[config.mk]
export PLATFORM = sky130hd
export DESIGN_NAME = sr_pulse_gen
export DESIGN_NICKNAME = d
export VERILOG_FILES = /design/src/rtl/sr_gen_pkg.sv /design/src/rtl/sr_debounce.sv /design/src/rtl/sr_pulse_gen.sv
export SDC_FILE = /design/constraint.sdc
export NUM_CORES = 1
export LEC_CHECK = 0
export ABC_CLOCK_PERIOD_IN_PS = 2300
export CAP_MARGIN = 20
export CORE_ASPECT_RATIO = 0.5
export CORE_UTILIZATION = 40
export DETAILED_ROUTE_END_ITERATION = 8
export GPL_ROUTABILITY_DRIVEN = 0
export GPL_TIMING_DRIVEN = 1
export PLACE_DENSITY = 0.52
export SLEW_MARGIN = 20
export SYNTH_ARGS = -nofsm -noshare
export SYNTH_HDL_FRONTEND = slang
export SYNTH_SLANG_ARGS = --single-unit
[constraint.sdc]
create_clock -name clk -period 2.3 [get_ports clk]
set_input_delay 0.46 -clock clk [delete_from_list [all_inputs] [get_ports clk]]
set_output_delay 0.46 -clock clk [all_outputs]
set_load 0.01 [all_outputs]
[src/rtl/sr_gen_pkg.sv]
// Shared types and constants for the debounced SR strobe generator.
// Debounce FSM state encoding plus default and simulation debounce lengths.
package sr_gen_pkg;

  typedef enum logic [1:0] {
    IDLE   = 2'b00,
    ARM_HI = 2'b01,
    HELD   = 2'b10,
    ARM_LO = 2'b11
  } db_state_e;

  localparam int unsigned DEBOUNCE_CYCLES_DEF = 20000;
  localparam int unsigned DEBOUNCE_CYCLES_SIM = 4;
  localparam int unsigned CNT_W_DEF           = 16;

  // The debounced level is high in HELD and while a release is still being qualified.
  function automatic logic level_of(input db_state_e s);
    return (s == HELD) || (s == ARM_LO);
  endfunction

endpackage

[src/rtl/sr_debounce.sv]
// Per-button conditioner: 2-FF synchronizer, debounce FSM, saturating counter.
// Latency: ev is presented one cycle before the debounced level register would change.
// No backpressure; a raw level must hold DEBOUNCE_CYCLES+1 synced samples to be accepted.
module sr_debounce
  import sr_gen_pkg::*;
#(
  parameter int unsigned DEBOUNCE_CYCLES = DEBOUNCE_CYCLES_DEF,
  parameter int unsigned CNT_W           = CNT_W_DEF,
  parameter bit          LEVEL_MODE      = 1'b0
) (
  input  logic clk,
  input  logic rst_n,
  input  logic btn_raw,
  output logic ev
);

  localparam logic [CNT_W-1:0] CNT_LAST = CNT_W'(DEBOUNCE_CYCLES - 1);
  localparam logic [CNT_W-1:0] CNT_MAX  = '1;
  localparam logic [CNT_W-1:0] CNT_ONE  = CNT_W'(1);

  logic       meta_q, meta_d;
  logic       sync_q, sync_d;
  db_state_e  state_q, state_d;
  logic [CNT_W-1:0] cnt_q, cnt_d;
  logic       lvl_nxt;
  logic       rise;

  always_ff @(posedge clk or negedge rst_n) begin
    if (!rst_n) begin
      meta_q  <= 1'b0;
      sync_q  <= 1'b0;
      state_q <= IDLE;
      cnt_q   <= '0;
    end else begin
      meta_q  <= meta_d;
      sync_q  <= sync_d;
      state_q <= state_d;
      cnt_q   <= cnt_d;
    end
  end

  always_comb begin
    meta_d  = btn_raw;
    sync_d  = meta_q;
    state_d = state_q;
    cnt_d   = cnt_q;
    case (state_q)
      IDLE: begin
        if (sync_q) begin
          state_d = ARM_HI;
          cnt_d   = '0;
        end
      end
      ARM_HI: begin
        if (!sync_q) begin
          state_d = IDLE;
          cnt_d   = '0;
        end else if (cnt_q == CNT_LAST) begin
          state_d = HELD;
          cnt_d   = '0;
        end else if (cnt_q != CNT_MAX) begin
          cnt_d = cnt_q + CNT_ONE;
        end
      end
      HELD: begin
        if (!sync_q) begin
          state_d = ARM_LO;
          cnt_d   = '0;
        end
      end
      ARM_LO: begin
        if (sync_q) begin
          state_d = HELD;
          cnt_d   = '0;
        end else if (cnt_q == CNT_LAST) begin
          state_d = IDLE;
          cnt_d   = '0;
        end else if (cnt_q != CNT_MAX) begin
          cnt_d = cnt_q + CNT_ONE;
        end
      end
      default: begin
        state_d = IDLE;
        cnt_d   = '0;
      end
    endcase
  end

  // Taken from the next state so the top's output flop lands in the same cycle the FSM commits.
  always_comb begin
    lvl_nxt = level_of(state_d);
    rise    = lvl_nxt & ~level_of(state_q);
    ev      = LEVEL_MODE ? lvl_nxt : rise;
  end

endmodule

[src/rtl/sr_pulse_gen.sv]
// Debounced set/reset strobe generator feeding a NOR SR latch; reset wins on a tie.
// Latency: 2 sync + DEBOUNCE_CYCLES count + 1 output register cycles from a stable edge.
// No backpressure; `define SR_PULSE_GEN_LEVEL_EN selects level outputs instead of pulses.
module sr_pulse_gen
  import sr_gen_pkg::*;
#(
  parameter int unsigned DEBOUNCE_CYCLES = DEBOUNCE_CYCLES_DEF,
  parameter int unsigned CNT_W           = CNT_W_DEF
) (
  input  logic clk,
  input  logic rst_n,
  input  logic btn_set,
  input  logic btn_rst,
  output logic S,
  output logic R,
  output logic conflict
);

`ifdef SR_PULSE_GEN_LEVEL_EN
  localparam bit LEVEL_MODE = 1'b1;
`else
  localparam bit LEVEL_MODE = 1'b0;
`endif

  logic set_ev;
  logic rst_ev;
  logic s_q, s_d;
  logic r_q, r_d;
  logic conflict_q, conflict_d;

  sr_debounce #(
    .DEBOUNCE_CYCLES (DEBOUNCE_CYCLES),
    .CNT_W           (CNT_W),
    .LEVEL_MODE      (LEVEL_MODE)
  ) u_db_set (
    .clk     (clk),
    .rst_n   (rst_n),
    .btn_raw (btn_set),
    .ev      (set_ev)
  );

  sr_debounce #(
    .DEBOUNCE_CYCLES (DEBOUNCE_CYCLES),
    .CNT_W           (CNT_W),
    .LEVEL_MODE      (LEVEL_MODE)
  ) u_db_rst (
    .clk     (clk),
    .rst_n   (rst_n),
    .btn_raw (btn_rst),
    .ev      (rst_ev)
  );

  // The same arbitration covers both modes: ev is a rise in pulse mode and a level otherwise.
  always_comb begin
    s_d        = set_ev & ~rst_ev;
    r_d        = rst_ev;
    conflict_d = set_ev & rst_ev;
  end

  always_ff @(posedge clk or negedge rst_n) begin
    if (!rst_n) begin
      s_q        <= 1'b0;
      r_q        <= 1'b0;
      conflict_q <= 1'b0;
    end else begin
      s_q        <= s_d;
      r_q        <= r_d;
      conflict_q <= conflict_d;
    end
  end

  assign S        = s_q;
  assign R        = r_q;
  assign conflict = conflict_q;

endmodule

==> metrics.md, run 1 <==
| Metric | Value |
|---|---|
| Outcome | finished clean |
| Post-Route WL | 5.34 mm |
| Layout fillers | 537 |
| Antenna Nets Post-Route | 0 |
| Core Footprint | 5560 sq um |
| Final Instance Count excl. Fillers | 344 |
| Initial antenna violation count | 0 |
| Final Net Count | 276 |
| Clk_skew | 0.00639 ns |
| Aggregate global routing overflow | 0 |
| Max-Cap Viols | 0 |
| Dpl cell area | 2560 sq um |
| Final Instance Area | 2700 sq um |
| Fin util | 0.485 |
| Clock-pin slew on the worst setup and hold paths | 0.06 ns |
| IO Pins | 7 |
| Via count | 2,018 |
| Synth top area share | 0.461 |
| Endpoint class of the critical path | register |
| TritonCTS Buffers | 5 |
| Sequential share of power | 0.500 |
| Clock power share | 0.442 |
| P_leak | 1.08 nW |
| Ys flop type | dfrtp_1 |
| Clk buf depth | 2 |
| HPWL after DPL | 3.71 mm |
| Hold_ws | 0.232 ns |
| Post-synth EDFFs | 0 |
| Psw | 355 uW |
| Comb power frac | 0.058 |
| Synth area leader | dfrtp_1 |
| Total clock sinks | 43 |
| TritonRoute pass-1 iters | 5 |
| Critical Path Most Common Cell | buf_4 |
| Synthesized instance count | 251 |
| Worst R2R End | u_db_set.cnt_q[4] |
| Crit Path Class | register to register |
| Power Dens Cells | 576 nW/um^2 |
| Skew-Pair Late Insertion Delay | 0.29 ns |
| Chip Height | 56.0 microns |
| CTS root buf | clkbuf_16 |
| Share of layout cells above drive strength 1 | 0.166 |
| VDD IR-drop max | 0.000266 V |
| Layout Area Growth over Synthesis | 15.6% |
| Final Hold Fails | 0 |
| Syn_area_per_cell | 9.30 sq um |
| Drc violations | 0 |
| Worst R2R Path Depth | 7 |
| CTS tree | done |
| Floorplan die width | 110 microns |
| Setup Buffers After CTS | 0 |
| Tmin final | 2.17 ns |
| Syn_nets | 257 |
| Total Power | 1.56 mW |
| Routed WL per cell | 15.5 microns |
| All-Layer GR Usage | 0.196 |
| Register Area | 1080 sq um |
| #FFs+latches synth | 43 |
| Max stage delay cell, worst path | or4_4 |
| Max Fclk | 462 MHz |
| CP Max Fanout | 7 |
| Netlist cell types | 54 |
| Slew @ Worst Pin | 0.801 ns |
| Internal power | 1.20 mW |
| Vias in the first global route | 1,940 |
| Placed Cells | 336 |
| Crit-path cells | or4_4 -> nor4_4 -> buf_4 -> or2_1 -> buf_4 -> o21ai_2 -> a22o_1 |
| Port buffer count | 6 |
| Row cnt | 19 |
| Post-synthesis sequential area ratio | 0.461 |
| Max H-tree Level | 2 |
| First-pass GRT wire length | 9.21 mm |
| Worst R2R Start | u_db_set.cnt_q[5] |
| Die Area | 6160 sq um |
| Data required, critical path | 2.47 ns |
| Ys async rst share | 1.00 |
| Max incr delay on CP | 0.56 ns |
| Initial DRC count | 77 |
| Cts hold-fix bufs | 0 |
| Initial Util | 0.420 |
| Worst slew margin | 0.465 |
| Vias per cell | 5.87 |
| CP arrival | 2.33 ns |
| Largest net degree at the start of global routing | 44 |
| Ant. Diodes | 0 |
| Top cells by area, synth | dfrtp_1 (46%), a21oi_1 (3.9%), nand2_1 (3.9%) |
| Critical path launch point type | register |
| Sw Ratio | 0.229 |
| Unrepaired setup endpoints after global routing | false |
| Max-slew violations | 0 |
| Reg-to-reg slack, setup | 0.13 ns |
| Multi-input gate area | 1190 sq um |
| Finish-stage setup viols | 0 |
| Hold crit path type | primary input to asynchronous set/reset pin |
| Tcrit/Tclk final | 0.941 |
| Synthesized cell area | 2330 sq um |
| Yosys Warn Count | 0 |
final cells by class:
type | instances | area share
repair buffers | 22 | 0.0649
clock buffers | 7 | 0.0491
clock inverters | 1 | 0.00185
multi-input cells | 191 | 0.442
inverters | 7 | 0.00973
well taps | 73 | 0.0338
flip-flops and latches | 43 | 0.399
registers in the layout (all words and copies together) (netlist names):
name              flops
u_db_rst.cnt_q       16
u_db_set.cnt_q       16
u_db_rst.state_q      2
u_db_set.state_q      2
R                     1
S                     1
conflict              1
u_db_rst.meta_q       1
u_db_rst.sync_q       1
u_db_set.meta_q       1
u_db_set.sync_q       1
cell usage in the layout, fill, tap and decap left out, drive strengths merged, types with 2 or more instances in the layout:
cell type,n
a32o,2
or2,6
clkbuf,7
o31ai,3
nand3,11
and4,3
and3,3
nor3b,3
and2,2
a31oi,14
or4,4
a21oi,18
xor2,2
inv,7
clkdlybuf4s50,5
dfrtp,43
nand2,24
a21o,3
nor4,6
or3,4
nor2,22
ha,2
a41oi,3
or4b,2
a22o,3
mux2,2
o21ai,18
buf,17
o31a,2
nand4,8
nor3,6
stage by stage:
stage                     setup slack (ns)  TNS, ns
after floorplan                      0.316        0
after global placement            -0.00728  -0.0133
after detailed placement             0.137        0
after CTS                            0.118        0
after global routing                0.0423        0
final                                0.135        0
worst max-delay path, delay by kind of cell, from the launching register on:
family,cells,cell delay (ns)
buf+inv,2,0.35
simple gates,3,0.99
compound gates,2,0.30
flops,1,0.42
cells in the mapped netlist, types with 3 or more instances:
cell type,instances
nor2_1,22
a21o_1,3
nor4_1,4
nor3_1,6
clkbuf_1,7
nand2_1,24
nand3_1,11
a22o_1,3
nand4_1,8
a21oi_1,18
o21ai_1,3
inv_1,7
a41oi_1,3
or2_2,5
and3_1,3
dfrtp_1,43
and4_1,3
a31oi_1,14
o21ai_0,13
o31ai_1,3
per-layer routing:
| metal | vias to the layer above | global-route usage | wire length (microns) |
|---|---|---|---|
| li1 | 991 | - | - |
| met1 | 989 | 0.271 | 2750 |
| met2 | 31 | 0.304 | 2350 |
| met3 | 7 | 0.0492 | 178 |
| met4 | 0 | 0.0571 | 63 |
| met5 | - | 0 | 0 |
cells by family (layout without fill, tap and decap cells):
kind of cell | after synthesis | in the layout | share of synthesized area
mux | 2 | 2 | 0.00965
fa+ha+maj | 2 | 2 | 0.0107
simple gates | 107 | 107 | 0.262
flops | 43 | 43 | 0.461
buf+inv | 17 | 37 | 0.0316
xor+xnor | 2 | 2 | 0.00750
compound gates | 78 | 78 | 0.218
power by group through the flow:
| stage | clock, mW | combinational (mW) | sequential (mW) |
|---|---|---|---|
| 6_report | 0.688 | 0.0903 | 0.778 |
| 4_1_cts | 0.707 | 0.0918 | 0.777 |
| 2_1_floorplan | 0 | 0.0567 | 0.790 |
| 3_5_place_dp | 0 | 0.0919 | 0.791 |
| 3_3_place_gp | 0 | 0.0904 | 0.791 |
| 5_1_grt | 0.741 | 0.104 | 0.779 |
how the worst max path moves through the flow:
stage	start	slack, ns	cells past startpoint	end
after CTS	u_db_set.cnt_q[0]	0.12	7	u_db_set.cnt_q[2]
after detailed placement	u_db_set.cnt_q[0]	0.14	7	u_db_set.cnt_q[2]
after global placement	u_db_set.cnt_q[0]	-0.007	6	u_db_set.cnt_q[7]
after floorplan	u_db_set.cnt_q[0]	0.32	6	u_db_set.cnt_q[2]
final	u_db_set.cnt_q[5]	0.13	7	u_db_set.cnt_q[4]
after global routing	u_db_set.cnt_q[5]	0.04	7	u_db_set.cnt_q[4]
repair_timing:
item | 4_1_cts | 5_1_grt
endpoints found under the hold margin | 0 | 0
resized for setup | 0 | 1
setup endpoints to repair | 0 | 1
Power figures use the tool's default switching activity.
==> run 2: changes to the inputs <==
- CORE_UTILIZATION: 40 -> 45
- PLACE_DENSITY: 0.52 -> 0.57
==> run 2 against run 1 <==
Against the previous run: final cell count is 0.29% lower; global-route usage is 1.0 points higher; die area is 11% lower; final area is 0.46% lower; combinational power is 5.5% higher; register-to-register slack better by 0.03 ns; non-clock buffer count is 2 higher; critical endpoint is now u_db_set.cnt_q[2]; highest routed layer unchanged.
==> metrics.md, run 2 (synthesized netlist as in run 1, its figures left out) <==
| Metric | Value |
|---|---|
| Outcome | finished clean (unchanged) |
| Total clock sinks | 43 (unchanged) |
| Tmin final | 2.14 ns (was 2.17 ns) |
| Worst R2R End | u_db_set.cnt_q[2] (was u_db_set.cnt_q[4]) |
| Row cnt | 18 (was 19) |
| Max incr delay on CP | 0.66 ns (was 0.56 ns) |
| Crit-path cells | ha_1 -> nand4_1 -> buf_4 -> or4_1 -> a211oi_1 -> o21ai_0 -> o21ai_0 (was or4_4 -> nor4_4 -> buf_4 -> or2_1 -> buf_4 -> o21ai_2 -> a22o_1) |
| Crit Path Class | register to register (unchanged) |
| Core Footprint | 4950 sq um (was 5560 sq um) |
| Antenna Nets Post-Route | 0 (unchanged) |
| Finish-stage setup viols | 0 (unchanged) |
| Max H-tree Level | 2 (unchanged) |
| Data required, critical path | 2.52 ns (was 2.47 ns) |
| VDD IR-drop max | 0.000240 V (was 0.000266 V) |
| Unrepaired setup endpoints after global routing | false (unchanged) |
| CP Max Fanout | 6 (was 7) |
| TritonCTS Buffers | 5 (unchanged) |
| Worst R2R Path Depth | 7 (unchanged) |
| Setup TNS | 0 ns (unchanged) |
| Clk_skew | 0.00631 ns (was 0.00639 ns) |
| CTS root buf | clkbuf_8 (was clkbuf_16) |
| Drc violations | 0 (unchanged) |
| Clk buf depth | 2 (unchanged) |
| TritonRoute pass-1 iters | 4 (was 5) |
| Slew @ Worst Pin | 0.774 ns (was 0.801 ns) |
| Chip Height | 52.9 microns (was 56.0 microns) |
| Commonest non-fill, non-tap cell in the layout | dfrtp_1 (unchanged) |
| Tcrit/Tclk final | 0.928 (was 0.941) |
| Aggregate global routing overflow | 0 (unchanged) |
| Hold crit path type | primary input to asynchronous set/reset pin (unchanged) |
| Skew-Pair Late Insertion Delay | 0.30 ns (was 0.29 ns) |
| Initial DRC count | 49 (was 77) |
| Post-Route WL | 5.15 mm (was 5.34 mm) |
| Die Area | 5500 sq um (was 6160 sq um) |
| Critical Path Most Common Cell | o21ai_0 (was buf_4) |
| Total Power | 1.49 mW (was 1.56 mW) |
| Critical path launch point type | register (unchanged) |
| Worst slew margin | 0.484 (was 0.465) |
| Endpoint class of the critical path | register (unchanged) |
| Max Fclk | 468 MHz (was 462 MHz) |
| Max-Cap Viols | 0 (unchanged) |
| Floorplan die width | 104 microns (was 110 microns) |
| Most frequent cells in the layout | dfrtp_1 (43), nand2_1 (24), nor2_1 (21) (was dfrtp_1 (43), nand2_1 (24), nor2_1 (20)) |
| Top Registers | u_db_rst.cnt_q: 16 flops, u_db_set.cnt_q: 16 flops (unchanged) |
| Share of layout cells above drive strength 1 | 0.176 (was 0.166) |
| Final Net Count | 278 (was 276) |
| IO Pins | 7 (unchanged) |
| Initial Util | 0.471 (was 0.420) |
| Final Hold Fails | 0 (unchanged) |
| CP arrival | 2.36 ns (was 2.33 ns) |
| P_leak | 1.09 nW (was 1.08 nW) |
| Ant. Diodes | 0 (unchanged) |
| Vias in the first global route | 1,926 (was 1,940) |
| Layout fillers | 451 (was 537) |
| Reg-to-reg slack, setup | 0.16 ns (was 0.13 ns) |
| CTS tree | done (unchanged) |
| HPWL after DPL | 3.69 mm (was 3.71 mm) |
| Max stage delay cell, worst path | or4_1 (was or4_4) |
| Layout Area Growth over Synthesis | 15.1% (was 15.6%) |
| Vias per cell | 5.87 (about the same) |
| Port buffer count | 6 (unchanged) |
| First-pass GRT wire length | 8.77 mm (was 9.21 mm) |
| Initial antenna violation count | 0 (unchanged) |
| Largest net degree at the start of global routing | 35 (was 44) |
| Worst R2R Start | u_db_set.cnt_q[0] (was u_db_set.cnt_q[5]) |
| Clock-pin slew on the worst setup and hold paths | 0.08 ns (was 0.06 ns) |
| Via count | 2,014 (was 2,018) |
| Power Dens Cells | 554 nW/um^2 (was 576 nW/um^2) |
| Setup Buffers After CTS | 0 (unchanged) |
| Max-slew violations | 0 (unchanged) |
| Routed WL per cell | 15.0 microns (was 15.5 microns) |
| All-Layer GR Usage | 0.206 (was 0.196) |
run 2: changes by cell type in the layout (fill, tap and decap cells not counted):
cell,change
clkbuf_8,+6
clkbuf_16,-5
buf_4,+2
clkbuf_1,-2
bufinv_16,+1
nor2_1,+1
nor2_2,-1
or2_1,-1
or2_4,+1
or4_1,+1
or4_4,-1
run 2: critical path: cells and delay by family (launching register included):
kind / cells / cell delay, ns
AO/OA/AOI/OAI: 3 / 0.49
adder cells (fa/ha/maj): 1 / 0.18
buffers and inverters: 1 / 0.21
flip-flops: 1 / 0.36
AND/OR/NAND/NOR: 2 / 0.83
run 2: what timing repair did:
action | 4_1_cts | 5_1_grt
gates resized for setup | 1 | 1
setup endpoints to repair | 1 | 8
hold buffers | 0 | 0
pin swaps | 0 | 0
run 2: area by class of cell:
type / count / area (sq um) / area share
sequential: 43 / 1080 / 0.400
inverter: 7 / 26.3 / 0.00978
tap: 70 / 87.6 / 0.0326
multi-input combinational: 191 / 1190 / 0.443
timing repair buffer: 24 / 190 / 0.0708
clock inverter: 2 / 35.0 / 0.0130
clock buffer: 6 / 82.6 / 0.0307
run 2: metal layers:
metal	vias up	track usage	share of wire	routed length, microns
met5	-	0	0	0
met4	0	0.0643	0.010	54
met3	8	0.0406	0.030	157
met2	32	0.376	0.47	2420
met1	976	0.255	0.49	2520
li1	998	-	-	-
run 2: stage by stage:
step,cells,hold slack [ns],cell area (sq um),setup slack (ns),utilization
3_5_place_dp,335,0.341,2560,0.0149,0.518
2_1_floorplan,251,0.164,2330,0.316,-
5_1_grt,343,0.301,2690,0.00585,0.542
3_3_place_gp,335,0.334,2560,0.0722,0.518
4_1_cts,343,0.262,2690,0.0156,0.542
6_report,343,0.230,2690,0.165,0.542
run 2: worst max path at each step:
stage,from,end,cells past startpoint
3_5_place_dp,u_db_set.cnt_q[0],u_db_set.cnt_q[11],6
3_3_place_gp,u_db_set.cnt_q[0],u_db_set.cnt_q[7],6
5_1_grt,u_db_rst.cnt_q[0],conflict,6
6_report,u_db_set.cnt_q[0],u_db_set.cnt_q[2],7
4_1_cts,u_db_set.cnt_q[5],u_db_set.cnt_q[4],6
2_1_floorplan,u_db_set.cnt_q[0],u_db_set.cnt_q[2],6
run 2: report_power, final:
part,internal (mW),switching [mW],leakage [nW]
sequential,0.766,0.00828,0.584
clock,0.352,0.268,0.0612
combinational,0.0342,0.0611,0.442
total,1.15,0.337,1.09
==> run 3: changes to the inputs <==
- TNS_END_PERCENT: unset -> 20
==> results of run 3 <==
The final DEF is identical to that of run 2; final timing and power are the same.
